[config.mk]
export PLATFORM = sky130hd
export DESIGN_NAME = fmap_tile_reader
export DESIGN_NICKNAME = d
export VERILOG_FILES = /design/src/rtl/fmap_tile_reader_pkg.sv /design/src/rtl/fmap_tile_reader_fifo.sv /design/src/rtl/fmap_tile_reader.sv
export SDC_FILE = /design/constraint.sdc
export NUM_CORES = 1
export LEC_CHECK = 0
export ABC_CLOCK_PERIOD_IN_PS = 3000
export BUFFER_PORTS_ARGS = -buffer_cell sky130_fd_sc_hd__buf_2
export CORE_MARGIN = 10
export CORE_UTILIZATION = 57
export CTS_CLUSTER_DIAMETER = 80
export DETAILED_ROUTE_END_ITERATION = 16
export GPL_TIMING_DRIVEN = 0
export MAX_ROUTING_LAYER = met4
export PLACE_DENSITY = 0.79
export SETUP_SLACK_MARGIN = 0.2
export SLEW_MARGIN = 5
export SYNTH_ARGS = -nofsm -noshare
export SYNTH_HDL_FRONTEND = slang
export SYNTH_SLANG_ARGS = --single-unit
[constraint.sdc]
create_clock -name clk -period 3 [get_ports clk]
set_clock_uncertainty 0.15 [all_clocks]
set_input_delay 0.75 -clock clk [delete_from_list [all_inputs] [get_ports clk]]
set_output_delay 0.75 -clock clk [all_outputs]
set_load 0.02 [all_outputs]
[src/rtl/fmap_tile_reader_pkg.sv]
// Shared constants, FSM encodings and config type for the feature-map tile reader.
package fmap_tile_reader_pkg;

  localparam int ADDR_W = 12;
  localparam int WORD_W = 32;
  localparam int DIM_W  = 7;
  localparam int FIFO_D = 4;

  localparam logic [1:0] ST_IDLE   = 2'd0;
  localparam logic [1:0] ST_ISSUE  = 2'd1;
  localparam logic [1:0] ST_DRAIN  = 2'd2;
  localparam logic [1:0] ST_FINISH = 2'd3;

  typedef struct packed {
    logic [ADDR_W-1:0] base;
    logic [DIM_W-1:0]  rows;
    logic [DIM_W-1:0]  cols;
    logic [DIM_W-1:0]  pitch;
  } tile_cfg_t;

endpackage

[src/rtl/fmap_tile_reader_fifo.sv]
// Show-ahead synchronous FIFO; simultaneous push and pop are both honoured.
module fmap_tile_reader_fifo #(
  parameter int WIDTH = 33,
  parameter int DEPTH = 4
) (
  input  logic                       clk,
  input  logic                       rst,
  input  logic                       push,
  input  logic [WIDTH-1:0]           push_data,
  input  logic                       pop,
  output logic [WIDTH-1:0]           pop_data,
  output logic                       empty,
  output logic [$clog2(DEPTH+1)-1:0] count
);

  localparam int PW = $clog2(DEPTH);
  localparam int CW = $clog2(DEPTH+1);
  localparam logic [PW-1:0] PTR_ONE = {{(PW-1){1'b0}}, 1'b1};
  localparam logic [CW-1:0] CNT_ONE = {{(CW-1){1'b0}}, 1'b1};

  logic [WIDTH-1:0] mem_r [DEPTH];
  logic [PW-1:0]    wr_ptr_r;
  logic [PW-1:0]    rd_ptr_r;
  logic [CW-1:0]    count_r;
  logic             do_push_s;
  logic             do_pop_s;

  function automatic logic [PW-1:0] ptr_next(input logic [PW-1:0] p);
    if (p == PW'(DEPTH-1)) begin
      return {PW{1'b0}};
    end else begin
      return p + PTR_ONE;
    end
  endfunction

  // Handshake qualification against occupancy
  always_comb begin
    do_pop_s  = pop && (count_r != {CW{1'b0}});
    do_push_s = push && ((count_r != CW'(DEPTH)) || do_pop_s);
  end

  // Pointers and occupancy
  always_ff @(posedge clk) begin
    if (rst) begin
      wr_ptr_r <= {PW{1'b0}};
      rd_ptr_r <= {PW{1'b0}};
      count_r  <= {CW{1'b0}};
    end else begin
      if (do_push_s) wr_ptr_r <= ptr_next(wr_ptr_r);
      if (do_pop_s)  rd_ptr_r <= ptr_next(rd_ptr_r);
      case ({do_push_s, do_pop_s})
        2'b10:   count_r <= count_r + CNT_ONE;
        2'b01:   count_r <= count_r - CNT_ONE;
        default: count_r <= count_r;
      endcase
    end
  end

  // Storage array, no reset needed since occupancy gates visibility
  always_ff @(posedge clk) begin
    if (do_push_s) mem_r[wr_ptr_r] <= push_data;
  end

  assign pop_data = mem_r[rd_ptr_r];
  assign empty    = (count_r == {CW{1'b0}});
  assign count    = count_r;

endmodule

[src/rtl/fmap_tile_reader.sv]
// Walks a rows x cols tile in the feature-map RAM and streams the words out over
// valid/ready, absorbing the RAM's one-cycle read latency with a credit-checked FIFO.
module fmap_tile_reader
  import fmap_tile_reader_pkg::*;
#(
  parameter int ADDR_WIDTH = ADDR_W,
  parameter int WIDTH      = WORD_W,
  parameter int DIM_WIDTH  = DIM_W,
  parameter int FIFO_DEPTH = FIFO_D
) (
  input  logic                  clk,
  input  logic                  rst,
  input  logic                  start,
  input  logic [ADDR_WIDTH-1:0] base_addr,
  input  logic [DIM_WIDTH-1:0]  rows,
  input  logic [DIM_WIDTH-1:0]  cols,
  input  logic [DIM_WIDTH-1:0]  pitch,
  output logic [ADDR_WIDTH-1:0] ram_addr,
  output logic                  ram_we,
  input  logic [WIDTH-1:0]      ram_data,
  output logic [WIDTH-1:0]      out_data,
  output logic                  out_valid,
  input  logic                  out_ready,
  output logic                  out_last,
  output logic                  busy,
  output logic                  done
);

  localparam int CW = $clog2(FIFO_DEPTH+1);
  localparam logic [DIM_WIDTH-1:0] DIM_ZERO = {DIM_WIDTH{1'b0}};
  localparam logic [DIM_WIDTH-1:0] DIM_ONE  = {{(DIM_WIDTH-1){1'b0}}, 1'b1};
  localparam logic [CW:0]          DEPTH_L  = (CW+1)'(FIFO_DEPTH);
  localparam int                   EXT_W    = ADDR_WIDTH - DIM_WIDTH;

  logic [1:0]            state_r, state_s;
  logic [DIM_WIDTH-1:0]  rows_r, cols_r, pitch_r;
  logic [DIM_WIDTH-1:0]  r_r, c_r;
  logic [ADDR_WIDTH-1:0] row_base_r;
  logic                  inflight_r, last_tag_r;
  logic                  busy_r, done_r;
  logic                  issue_s, final_s, col_end_s, credit_s, empty_tile_s;
  logic [CW-1:0]         fifo_count_s;
  logic                  fifo_empty_s;
  logic                  pop_s;
  logic [WIDTH:0]        fifo_dout_s;

  // Issue qualification: a read is only launched if the FIFO can absorb it
  always_comb begin
    empty_tile_s = (rows == DIM_ZERO) || (cols == DIM_ZERO);
    col_end_s    = (c_r == cols_r - DIM_ONE);
    final_s      = col_end_s && (r_r == rows_r - DIM_ONE);
    credit_s     = ({1'b0, fifo_count_s} + {{CW{1'b0}}, inflight_r}) < DEPTH_L;
    issue_s      = (state_r == ST_ISSUE) && credit_s;
  end

  // Next-state decode
  always_comb begin
    state_s = state_r;
    case (state_r)
      ST_IDLE: begin
        if (start) begin
          if (empty_tile_s) state_s = ST_FINISH;
          else              state_s = ST_ISSUE;
        end else begin
          state_s = ST_IDLE;
        end
      end
      ST_ISSUE: begin
        if (issue_s && final_s) state_s = ST_DRAIN;
        else                    state_s = ST_ISSUE;
      end
      ST_DRAIN: begin
        if (fifo_empty_s && !inflight_r) state_s = ST_FINISH;
        else                             state_s = ST_DRAIN;
      end
      ST_FINISH: state_s = ST_IDLE;
      default:   state_s = ST_IDLE;
    endcase
  end

  // FSM, tile counters and read-pipeline tracking
  always_ff @(posedge clk) begin
    if (rst) begin
      state_r    <= ST_IDLE;
      rows_r     <= DIM_ZERO;
      cols_r     <= DIM_ZERO;
      pitch_r    <= DIM_ZERO;
      r_r        <= DIM_ZERO;
      c_r        <= DIM_ZERO;
      row_base_r <= {ADDR_WIDTH{1'b0}};
      inflight_r <= 1'b0;
      last_tag_r <= 1'b0;
      busy_r     <= 1'b0;
      done_r     <= 1'b0;
    end else begin
      state_r    <= state_s;
      busy_r     <= (state_s != ST_IDLE);
      done_r     <= (state_s == ST_FINISH);
      inflight_r <= issue_s;
      last_tag_r <= issue_s && final_s;
      if ((state_r == ST_IDLE) && start) begin
        rows_r     <= rows;
        cols_r     <= cols;
        pitch_r    <= pitch;
        r_r        <= DIM_ZERO;
        c_r        <= DIM_ZERO;
        row_base_r <= base_addr;
      end else if (issue_s) begin
        if (col_end_s) begin
          c_r        <= DIM_ZERO;
          r_r        <= r_r + DIM_ONE;
          row_base_r <= row_base_r + {{EXT_W{1'b0}}, pitch_r};
        end else begin
          c_r <= c_r + DIM_ONE;
        end
      end
    end
  end

  // RAM address is parked at zero whenever no tile is being walked
  always_comb begin
    if (state_r == ST_ISSUE) begin
      ram_addr = row_base_r + {{EXT_W{1'b0}}, c_r};
    end else begin
      ram_addr = {ADDR_WIDTH{1'b0}};
    end
  end

  assign pop_s = out_valid && out_ready;

  fmap_tile_reader_fifo #(
    .WIDTH (WIDTH + 1),
    .DEPTH (FIFO_DEPTH)
  ) u_fifo (
    .clk       (clk),
    .rst       (rst),
    .push      (inflight_r),
    .push_data ({last_tag_r, ram_data}),
    .pop       (pop_s),
    .pop_data  (fifo_dout_s),
    .empty     (fifo_empty_s),
    .count     (fifo_count_s)
  );

  assign ram_we    = 1'b0;
  assign out_valid = ~fifo_empty_s;
  assign out_data  = fifo_dout_s[WIDTH-1:0];
  assign out_last  = fifo_dout_s[WIDTH] & ~fifo_empty_s;
  assign busy      = busy_r;
  assign done      = done_r;

endmodule
# Yosys cells after proc, flatten, opt, wreduce, memory -nomap -nowiden

Memories as Yosys holds them, arrays and structs flattened. A register that Yosys moved wholly into a read port is not among the register bits.
Cells that the tools add are included.

Bits in writable memories: 132
Output and inout port bits: 49
Flip-flop bits (word level): 60
Memories: 1

Reductions and logical operators: 23
Muxes and demuxes: 17
Equality and inequality tests: 11
Bitwise logic cells: 2
$add $sub $neg: 11
$lt $le $gt $ge: 1

Memories:

| name         | depth | bits a word | read ports | clocked after memory_dff | wr ports | RTL line                    | source |
|---|---|---|---|---|---|---|---|
| u_fifo.mem_r | 4     | 33          | 1          | 1                        | 1        | fmap_tile_reader_fifo.sv:21 | `logic [WIDTH-1:0] mem_r [DEPTH];` |

Operators with widths:

| kind                                                       | number |
|---|---|
| 2-to-1 mux 12 bit                                          | 4 |
| adder 12 x 7 -> 12 bit                                     | 2 |
| adder 7 x 1 -> 7 bit, second input constant                | 2 |
| == test 7 bit                                              | 2 |
| zero test 7 bit                                            | 2 |
| 2-to-1 mux 2 bit                                           | 7 |
| subtractor 7 x 1 -> 7 bit, second input constant           | 2 |
| == test 2 bit, second input constant                       | 6 |
| logical AND 1 bit                                          | 8 |
| one-hot mux 2 bit (4 select lines)                         | 1 |
| nonzero test 2 bit                                         | 4 |
| 2-to-1 mux 7 bit                                           | 1 |
| one-hot mux 3 bit (2 select lines)                         | 1 |
| adder 2 x 1 -> 2 bit, second input constant                | 2 |
| adder 3 x 1 -> 4 bit                                       | 1 |
| == test 2 x 1 -> 1 bit, second input constant              | 2 |
| less-than comparator 4 x 3 -> 1 bit, second input constant | 1 |
| AND reduction 2 bit                                        | 2 |
| adder 3 x 1 -> 3 bit, second input constant                | 1 |
| zero test 3 bit                                            | 1 |
| 2-to-1 mux 1 bit                                           | 3 |
| inequality test 3 bit, second input constant               | 1 |
| nonzero test 3 bit                                         | 1 |
| subtractor 3 x 1 -> 3 bit, second input constant           | 1 |
| 6 further kinds                                            | 7 |

# Depth between registers and ports, before layout

Gate-level depths: netlist (run 1).

Word-level depth: 8
Gate-level depth with buffers: 9
Gate-level depth less buffers: 9

# Hierarchy

From an unflattened synthesis (run 1), not the netlist that was laid out.

Cell total of the unflattened synthesis: 643
Area, all modules: 8569.5 um^2

By module, submodules not included:

| module                | times used | sequential area each (um^2) | area each (um^2) | cells an instance |
|---|---|---|---|---|
| fmap_tile_reader_fifo | 1          | 4144.0                      | 5280.1           | 231 |
| fmap_tile_reader      | 1          | 1061.0                      | 3289.4           | 412 |

# Least setup slack after synthesis (run 1)

Ideal clock, no wire load.

Path kind: register -> output
Start: register c_r[0]
End: output port ram_addr[10]
Path slack: 0.046 ns
Arrival: 2.054 ns
Cell stages (with the launch flop): 9
Path through: dfxtp_1 > ha_1 > fa_1 > a21o_1 > a21oi_1 > o21ai_0 > nor3b_1 > xnor2_1 > nor2_1

Word-level cells in the longest chain between the ends: 2

Ends and longest elaborated chain:

| item                   | RTL line                | source |
|---|---|---|
| start, declared        | fmap_tile_reader.sv:37  | `logic [DIM_WIDTH-1:0] r_r, c_r;` |
| start signal, assigned | fmap_tile_reader.sv:114 | `c_r <= c_r + DIM_ONE;` |
| adder 12 x 7 -> 12 bit | fmap_tile_reader.sv:123 | `ram_addr = row_base_r + {{EXT_W{1'b0}}, c_r};` |
| 2-to-1 mux 12 bit      | fmap_tile_reader.sv:122 | `if (state_r == ST_ISSUE) begin` |
| end, declared          | fmap_tile_reader.sv:18  | `output logic [ADDR_WIDTH-1:0] ram_addr,` |

No other way between the ends.

# Worst setup path in the final report (run 1)

Start: register c_r[1]
End: output port ram_addr[6]

Same word-level chain as after synthesis.

==> metrics, run 1 <==
initial core utilization=58.5%; yosys warns=0; DIE AREA=20300 sq um; post-synth top area share=46.3%; post-synthesis adder-cell area fraction=4.06%; Synth Area in Simple Gates=10.4%; sequential fraction of the synthesis area=60.8%; CP peak stage delay=0.38 ns; initial antenna violation count=0; width of the die=143 um; Min-Delay Startpoint=pitch_r[3]; largest family of logic cells by synthesized area=simple AND/OR/NAND/NOR gates; clock sinks=194; Slowest-stage cell, CP=fa_2; Pre-antenna DRT Iters=5; Global Route Usage Sum=20.6%; post-synth cell types=60; clock root buffer master=clkbuf_16; actual slew at the worst max-slew pin=0.772 ns; Longest Clk Path Bufs=2; final hold viol count=0; Hold Path Cell Cnt=2; DR WL met3=between 1000 and 1500 um; M1 WL=8130 um; failing checks=setup timing; Final Max Tran Viols=0; Worst R2R Path Depth=8; WP data required=2.10 ns; Core Area=~15000 sq um; Leakage=3.78 nW; Synth top cells by count=132 x edfxtp_1, 62 x dfxtp_1, 59 x nand2_1; crit-path max FO=3; Worst-path clk slew=0.07 ns; CTS tree=done; hpwl dp=14100 um; Fmax achieved=between 300 and 400 MHz; # DRC=0; synthesized area per cell=approximately 13 sq um; Startpoint Class=flip-flop; Post-synth ARST share=0%; CP Capture Type=output port; Inserted Diodes=0; CP most frequent cell=buf_6; critical path cell sequence=buf_6, fa_2, a21o_1, a21oi_4, o21bai_1, a21oi_2, xor2_1, nor2_2, buf_6; top-count cell post-synth=edfxtp_1; FF-to-FF setup slack=0.33 ns; die height=143 um; vias per cell=~6.0; share of cells above drive strength 1=between 30% and 40%; met2 routed WL=10300 um; WP data arrival=2.35 ns; CP Buf/Inv Count=2; post-synthesis register bit count=194; MaxCap Viol Count=0; vias in the first global route=6043; RePlAce Congestion=0.943; prevailing post-synth register cell=edfxtp_1; hold crit path type=reg -> reg; I/O pin count=118; CP top delay family=compound AO/OA/AOI/OAI gates; 1st-iter DRT viols=463; Fillers=998; Setup Crit Path Kind=reg -> out; GRT overflow=0; DRT antenna net count=0; peak supply drop=0.385 mV; syn_nets=732; Clk Latency, worst-skew pair=0.43 ns; Pwr Density=653 nW/um^2; Synth Area in XOR/XNOR=3.79%; DR vias=5873; area grow syn2layout=22.0%; Final period util=108%; # H-tree levels=4; min Tclk post-route=~3.3 ns; Synth Instances=637; final hold slack=0.317 ns; area leader, netlist=edfxtp_1; status=complete, but fails checks; Final #Nets=about 900; worst r2r dst=row_base_r[9]; Finish-stage setup viols=8; Total Power=a little under 7 mW; setup slack at placement=-0.398 ns; cts bufs inserted=17; Core Rows=44; routed wire length=approximately 20000 um; cts hold-fix bufs=0; pin count of the biggest net entering global routing=33; slack of the critical path=-0.254 ns; global-route wire length before repair=31600 um; Top Layer Used=met4; EDFF count, synth=132; sink of the worst hold path=pitch_r[3]; RSZ-0062 raised after global routing=yes; compound-cell area share of the yosys netlist=8.32%; top post-synthesis cells by area=edfxtp_1 46%, dfxtp_1 14%, mux4_2 8.7%; Crit Reg-Reg Startpoint=cols_r[0]; Post-Syn Area=8560 sq um; port buffer count=116; wire per inst=20.5 um; multiplexer area fraction after synthesis=10.2%; Slew Limit Headroom=48.3%
[routing by layer]
layer / track usage [%] / vias up
li1: - / 2713
met1: 23.3 / 2884
met2: 35.2 / 237
met3: 3.91 / 39
met4: 8.69 / 0
met5: - / -
[repair_timing]
item,4_1_cts,5_1_grt
pin swaps,15,14
setup buffers,8,4
endpoints found under the setup margin,41,57
resized for setup,66,22
[registers in the layout, summed over array words and instances, names as in the netlist, 3 cells and up, named ones only]
register / count
u_fifo.count: 3
r_r: 7
c_r: 7
pitch_r: 7
cols_r: 7
row_base_r: 12
rows_r: 7
u_fifo.mem_r: 132
[cells by family (layout without fill, tap and decap cells)]
group	count (synthesis)	in the layout
flops	194	194
simple gates	179	179
compound gates	103	103
buf+inv	51	215
mux	46	46
xor+xnor	37	37
fa+ha+maj	26	26
other cells	1	1
[worst max-delay path by stage]
stage	start	end	cells after the start	slack, ns
after detailed placement	c_r[1]	ram_addr[11]	8	-0.40
after global routing	c_r[1]	ram_addr[6]	9	-0.35
after CTS	c_r[1]	ram_addr[6]	9	-0.31
after global placement	c_r[1]	ram_addr[11]	8	-0.29
after floorplan	c_r[0]	ram_addr[10]	8	0.12
final	c_r[1]	ram_addr[6]	9	-0.25
[cell usage in the layout (no fill, tap or decap), types with 10 or more instances in the layout]
cell,Yosys,routed
edfxtp_1,132,132
buf_2,0,107
nand2_1,59,59
dfxtp_1,62,54
nor2_1,42,39
mux4_2,33,33
a21oi_1,39,32
inv_1,22,22
xnor2_1,20,19
ha_1,23,19
xor2_1,17,17
clkbuf_16,0,17
clkbuf_1,21,16
buf_4,2,16
mux2i_1,13,13
nor3_1,11,10
a211oi_1,10,10
[worst reg2reg max path, delay by kind of cell (launching register included)]
| family | cells | cell delay, ns |
|---|---|---|
| AOI/OAI and AO/OA | 4 | 0.83 |
| and+or+nand+nor | 1 | 0.61 |
| adders and majority gates | 1 | 0.28 |
| DFF | 1 | 0.37 |
| muxes | 1 | 0.24 |
| buffers and inverters | 1 | 0.05 |
[metrics by stage]
step / utilization (%) / std cells / instance area [sq um] / TNS [ns]
6_report: 71.3 / 985 / 10400 / -1.42
5_1_grt: 71.3 / 985 / 10400 / -2.18
4_1_cts: 70.5 / 981 / 10300 / -1.72
3_5_place_dp: 64.8 / 941 / 9480 / -2.96
3_3_place_gp: 64.2 / 937 / 9400 / -14.99
2_1_floorplan: - / 637 / 8590 / 0
[where the power goes]
group          internal [mW]  switching [mW]
Sequential              2.99           0.108
Clock                   1.19            1.05
Combinational          0.651           0.830
[area by class of cell]
| cell class | count | area (sq um) | share of cell area [%] |
|---|---|---|---|
| tap | 184 | 230 | 2.20 |
| multi-input combinational | 392 | 3320 | 31.8 |
| buffer | 29 | 194 | 1.86 |
| sequential | 194 | 5220 | 50.0 |
| clock buffer | 18 | 429 | 4.11 |
| timing repair buffer | 132 | 800 | 7.66 |
| inverter | 22 | 82.6 | 0.791 |
| clock inverter | 14 | 161 | 1.55 |
No activity file was read; power rests on OpenSTA's default activity.
==> run 2: changes to the inputs <==
==> constraint.sdc (replaced) <==
create_clock -name clk -period 3 [get_ports clk]
set_clock_uncertainty 0.15 [all_clocks]
set_input_delay 0.15 -clock clk [delete_from_list [all_inputs] [get_ports clk]]
set_output_delay 0.15 -clock clk [all_outputs]
set_load 0.02 [all_outputs]
==> metrics, run 2 (same netlist as run 1, synthesis figures left out) <==
Finish-stage setup viols=0 (-8); Min-Delay Startpoint=start; Fillers=886 (-11%); area grow syn2layout=26.8%; DRT antenna net count=0 (unchanged); hold crit path type=in -> reg; Worst R2R Path Depth=9 (+1); routed wire length=21500 um (+6.6%); max FFs per register=132 (unchanged); cts bufs inserted=17 (unchanged); clock sinks=194 (unchanged); pin count of the biggest net entering global routing=34 (+3.0%); Hold Path Cell Cnt=3 (+1); Worst-path clk slew=0.07 ns (about the same); Inserted Diodes=0 (unchanged); final hold viol count=1 (+1); # H-tree levels=4 (unchanged); Core Area=14600 sq um (unchanged); vias per cell=5.92 (-0.67%); # DRC=0 (unchanged); Final Max Tran Viols=0 (unchanged); Slew Limit Headroom=40.3% (-8.0 points); Leakage=3.98 nW (+5.3%); crit-path max FO=6 (+3); Global Route Usage Sum=21.6% (+1.0 points); 1st-iter DRT viols=438 (-5.4%); MaxCap Viol Count=0 (unchanged); final hold slack=-0.00138 ns (-0.319 ns); Longest Clk Path Bufs=2 (unchanged); GRT overflow=0 (unchanged); wire per inst=20.6 um (+0.70%); share of cells above drive strength 1=25.8% (-6.2 points); die height=143 um (unchanged); final setup TNS=0 ns (+1.42 ns); CTS tree=done; initial antenna violation count=0 (unchanged); min Tclk post-route=2.76 ns (-0.498 ns); Crit Reg-Reg Startpoint=cols_r[0]; status=complete, but fails checks; actual slew at the worst max-slew pin=0.895 ns (+0.123 ns); RePlAce Congestion=0.920 (-2.5%); Regs by FF count=u_fifo.mem_r (132), row_base_r (12); slack of the critical path=0.245 ns (+0.498 ns); width of the die=143 um (unchanged); Final #Nets=941 (+6.6%); Pre-antenna DRT Iters=5 (unchanged); global-route wire length before repair=33400 um (+5.8%); peak supply drop=0.428 mV (+11%); clock root buffer master=clkbuf_16; initial core utilization=58.5% (unchanged); sink of the worst hold path=busy; Setup Crit Path Kind=reg -> out; WP data arrival=2.46 ns (+0.11 ns); Layout Utilization=74.1% (+2.8 points); DR vias=6177 (+5.2%); Final period util=91.8% (-17 points); RSZ-0062 raised after global routing=yes; Startpoint Class=flip-flop; WP data required=2.70 ns (+0.60 ns); failing checks=hold timing; vias in the first global route=6205 (+2.7%); Clk Latency, worst-skew pair=0.43 ns (about the same); FF+latch area=5210 sq um (-0.22%); setup slack at placement=0.305 ns (+0.703 ns); placed cell area=9460 sq um (-0.25%); commonest non-fill, non-tap cells in the layout=132 x edfxtp_1, 114 x buf_2, 66 x dlygate4sd3_1; FF-to-FF setup slack=0.32 ns (about the same); area of the multi-input gates=3200 sq um (-3.8%); commonest non-fill, non-tap cell in the layout=edfxtp_1; DIE AREA=20300 sq um (unchanged); port buffer count=116 (unchanged); Pwr Density=639 nW/um^2 (-2.2%); Fmax achieved=363 MHz (+18%); Most flops, register=u_fifo.mem_r; I/O pin count=118 (unchanged); hpwl dp=13900 um (-1.5%); CP Capture Type=output port; Final Instance Area=10900 sq um (+3.9%); worst r2r dst=c_r[3]; Core Rows=44 (unchanged)
[run 2: changes by cell type in the layout (fill, tap and decap cells not counted), moves of 4 or more]
| cell | delta |
|---|---|
| buf_12 | -7 |
| ha_4 | -4 |
| buf_6 | -7 |
| ha_1 | +4 |
| dfxtp_1 | +5 |
| buf_4 | -8 |
| dlygate4sd3_1 | +66 |
| clkbuf_1 | +5 |
| a21oi_1 | +4 |
| buf_2 | +7 |
[run 2: worst max-delay path by stage]
stage / to / cells past startpoint / slack, ns / from
after floorplan: ram_addr[10] / 8 / 0.65 / c_r[0]
after global placement: u_fifo.mem_r[1][18] / 2 / 0.29 / u_fifo.count[0]
after detailed placement: c_r[3] / 9 / 0.30 / cols_r[0]
after CTS: ram_addr[10] / 9 / 0.13 / c_r[0]
after global routing: ram_addr[6] / 9 / 0.15 / c_r[0]
final: ram_addr[10] / 9 / 0.24 / c_r[0]
[run 2: cell type report]
cell class,instances,area share (%)
buffer,29,1.35
clock buffer,17,3.92
clock inverter,15,1.75
inverter,22,0.761
multi-input combinational,392,29.5
sequential,194,48.0
tap,184,2.12
timing repair buffer,190,12.6
[run 2: repair_timing]
item	4_1_cts	5_1_grt
gates cloned	0	0
setup endpoints to repair	36	23
hold endpoints to repair	163	0
resized for setup	14	12
hold buffers	66	0
buffers inserted	0	5
pin swaps	1	4
[run 2: through the flow]
stage | hold WS [ns] | instances | power (mW)
floorplan | 0.0989 | 637 | 4.10
global placement | 0.209 | 937 | 4.48
detailed placement | 0.216 | 940 | 4.53
CTS | 0.000227 | 1038 | 6.92
global route | 0.0365 | 1043 | 7.17
finish | -0.00138 | 1043 | 6.94
[run 2: power breakdown]
group	switching (mW)	internal [mW]	leakage, nW	total (mW)
sequential	0.114	2.99	1.70	3.10
combinational	0.839	0.642	1.98	1.48
clock	1.08	1.27	0.293	2.35
total	2.03	4.90	3.98	6.94
[run 2: critical path: stages (launching register included)]
cell     delay (ns)
dfxtp_2        0.36
ha_1           0.24
fa_2           0.37
a21o_1         0.19
a21oi_4        0.18
o21ai_1        0.10
nor3b_1        0.16
xnor2_1        0.14
nor2_1         0.11
buf_4          0.16
[run 2: per-layer routing]
metal  up-vias  GRT usage [%]  wire [um]
met5         -              -          0
met4         0           5.97        290
met3        27           4.74       1350
met2       264           36.1      11000
met1      3055           26.0       8900
li1       2831              -          -
==> run 3: changes to the inputs <==
- CTS_CLUSTER_DIAMETER: 80 -> not set
- SETUP_SLACK_MARGIN: 0.2 -> 0.4
==> metrics, run 3 (same netlist as run 1, synthesis figures left out) <==
Fmax achieved=371 MHz (+2.3%); actual slew at the worst max-slew pin=0.904 ns (+0.00902 ns); Final Max Tran Viols=0 (unchanged); CTS tree=done; Clk Latency, worst-skew pair=0.43 ns (about the same); setup slack at placement=0.305 ns (unchanged); Final period util=89.8% (-2.0 points); min Tclk post-route=2.69 ns (-0.0610 ns); critical path depth=9 (unchanged); failing checks=hold timing; vias in the first global route=6260 (+0.89%); Slew Limit Headroom=39.7% (-0.60 points); Min-Delay Startpoint=start; critical path cell sequence=ha_4, fa_2, a21o_1, a21oi_4, o21bai_1, a21oi_1, xor2_1, nor2_1, buf_4; commonest non-fill, non-tap cells in the layout=132 x edfxtp_1, 110 x buf_2, 66 x dlygate4sd3_1; crit-path max FO=3 (-3); final hold viol count=1 (unchanged); Most flops, register=u_fifo.mem_r; peak supply drop=0.429 mV (+0.23%); port buffer count=116 (unchanged); share of cells above drive strength 1=28.3% (+2.5 points); DRT antenna net count=0 (unchanged); WP data required=2.70 ns (about the same); initial antenna violation count=0 (unchanged); Slowest-stage cell, CP=fa_2; Leakage=4.00 nW (+0.61%); WP data arrival=2.39 ns (-0.07 ns); status=complete, but fails checks; Worst-path clk slew=0.08 ns (about the same); # DRC=0 (unchanged); die height=143 um (unchanged); routed wire length=21900 um (+1.5%); Finish-stage setup viols=0 (unchanged); Crit Reg-Reg Startpoint=rows_r[0]; 1st-iter DRT viols=497 (+13%); Pre-antenna DRT Iters=6 (+1); DR vias=6246 (+1.1%); Longest Clk Path Bufs=2 (unchanged); # H-tree levels=4 (unchanged); Total Power=6.96 mW (+0.34%); Worst R2R Path Depth=9 (unchanged); Critical Path Start=row_base_r[0]; pin count of the biggest net entering global routing=34 (unchanged); CP Buf/Inv Count=1 (unchanged); Global Route Usage Sum=21.9% (+0.32 points); Final Instance Area=11000 sq um (+1.3%); GRT overflow=0 (unchanged); RSZ-0062 raised after global routing=yes; slack of the critical path=0.306 ns (+0.0610 ns); wire per inst=20.8 um (+0.95%); final setup TNS=0 ns (unchanged); initial core utilization=58.5% (unchanged); Final #Nets=947 (+0.64%); Hold Path Cell Cnt=3 (unchanged); CP peak stage delay=0.38 ns (about the same); global-route wire length before repair=33700 um (+0.99%); commonest non-fill, non-tap cell in the layout=edfxtp_1; final hold slack=-0.00357 ns (-0.00219 ns); vias per cell=5.95 (+0.54%); Pwr Density=633 nW/um^2 (-0.94%); area grow syn2layout=28.4%; hpwl dp=13900 um (unchanged); Setup Crit Path Kind=reg -> out; Layout Utilization=75.1% (+0.96 points); cts bufs inserted=17 (unchanged); RePlAce Congestion=0.920 (unchanged); CP Capture Type=output port; Inserted Diodes=0 (unchanged); Regs by FF count=u_fifo.mem_r (132), row_base_r (12); DIE AREA=20300 sq um (unchanged); Core Rows=44 (unchanged); placed cell area=9460 sq um (unchanged); width of the die=143 um (unchanged); Fillers=870 (-1.8%); placed cell count=940 (unchanged); Core Area=14600 sq um (unchanged); MaxCap Viol Count=0 (unchanged); max FFs per register=132 (unchanged); Startpoint Class=flip-flop; clock sinks=194 (unchanged); non-filler instance count after layout=1049 (+0.58%); CP top delay family=compound AO/OA/AOI/OAI gates; I/O pin count=118 (unchanged); hold crit path type=in -> reg; clock root buffer master=clkbuf_16
==> run 3: cell types whose count changed in the layout (fill, tap and decap cells not counted), sizes merged <==
cell | before | now
clkdlybuf4s15 | 3 | 0
buf | 129 | 135
clkbuf | 38 | 41
==> run 3: worst min-delay path: stages <==
cell      delay, ns
buf_2          0.12
nor3_1         0.15
a211oi_1       0.09
==> run 3: final cells by class <==
type | instances | area, sq um | share of cell area, %
Buffer | 29 | 135 | 1.23
Clock buffer | 17 | 425 | 3.87
Clock inverter | 15 | 190 | 1.73
Inverter | 22 | 82.6 | 0.751
Multi-Input combinational cell | 392 | 3280 | 29.8
Sequential cell | 194 | 5220 | 47.5
Tap cell | 184 | 230 | 2.09
Timing Repair Buffer | 196 | 1430 | 13.0
==> run 3: final timing paths <==
kind	slack, ns	endpoint
worst min-delay path	-0.004	busy
worst max-delay path	0.31	ram_addr[6]
worst min register to register	0.33	cols_r[6]
worst max register to register	0.50	state_r[0]
==> run 3: repair_timing <==
action,in CTS,in global routing
setup endpoints to repair,56,54
buffers inserted,9,2
hold endpoints to repair,163,0
resized for setup,42,17
pin swaps,11,11
hold buffers,66,0
==> run 3: layer usage <==
| metal | GRT usage [%] | vias up | share of wire (%) |
|---|---|---|---|
| met1 | 26.3 | 3076 | 41 |
| met2 | 37.0 | 288 | 51 |
| met4 | 5.59 | 0 | 1.4 |
| met5 | - | - | 0 |
| li1 | - | 2845 | - |
| met3 | 4.77 | 37 | 6.1 |
==> run 3: power by group <==
group          leakage [nW]  internal (mW)  switching [mW]
Clock                 0.293           1.27            1.08
Sequential             1.71           2.99           0.112
Combinational          2.01          0.654           0.853
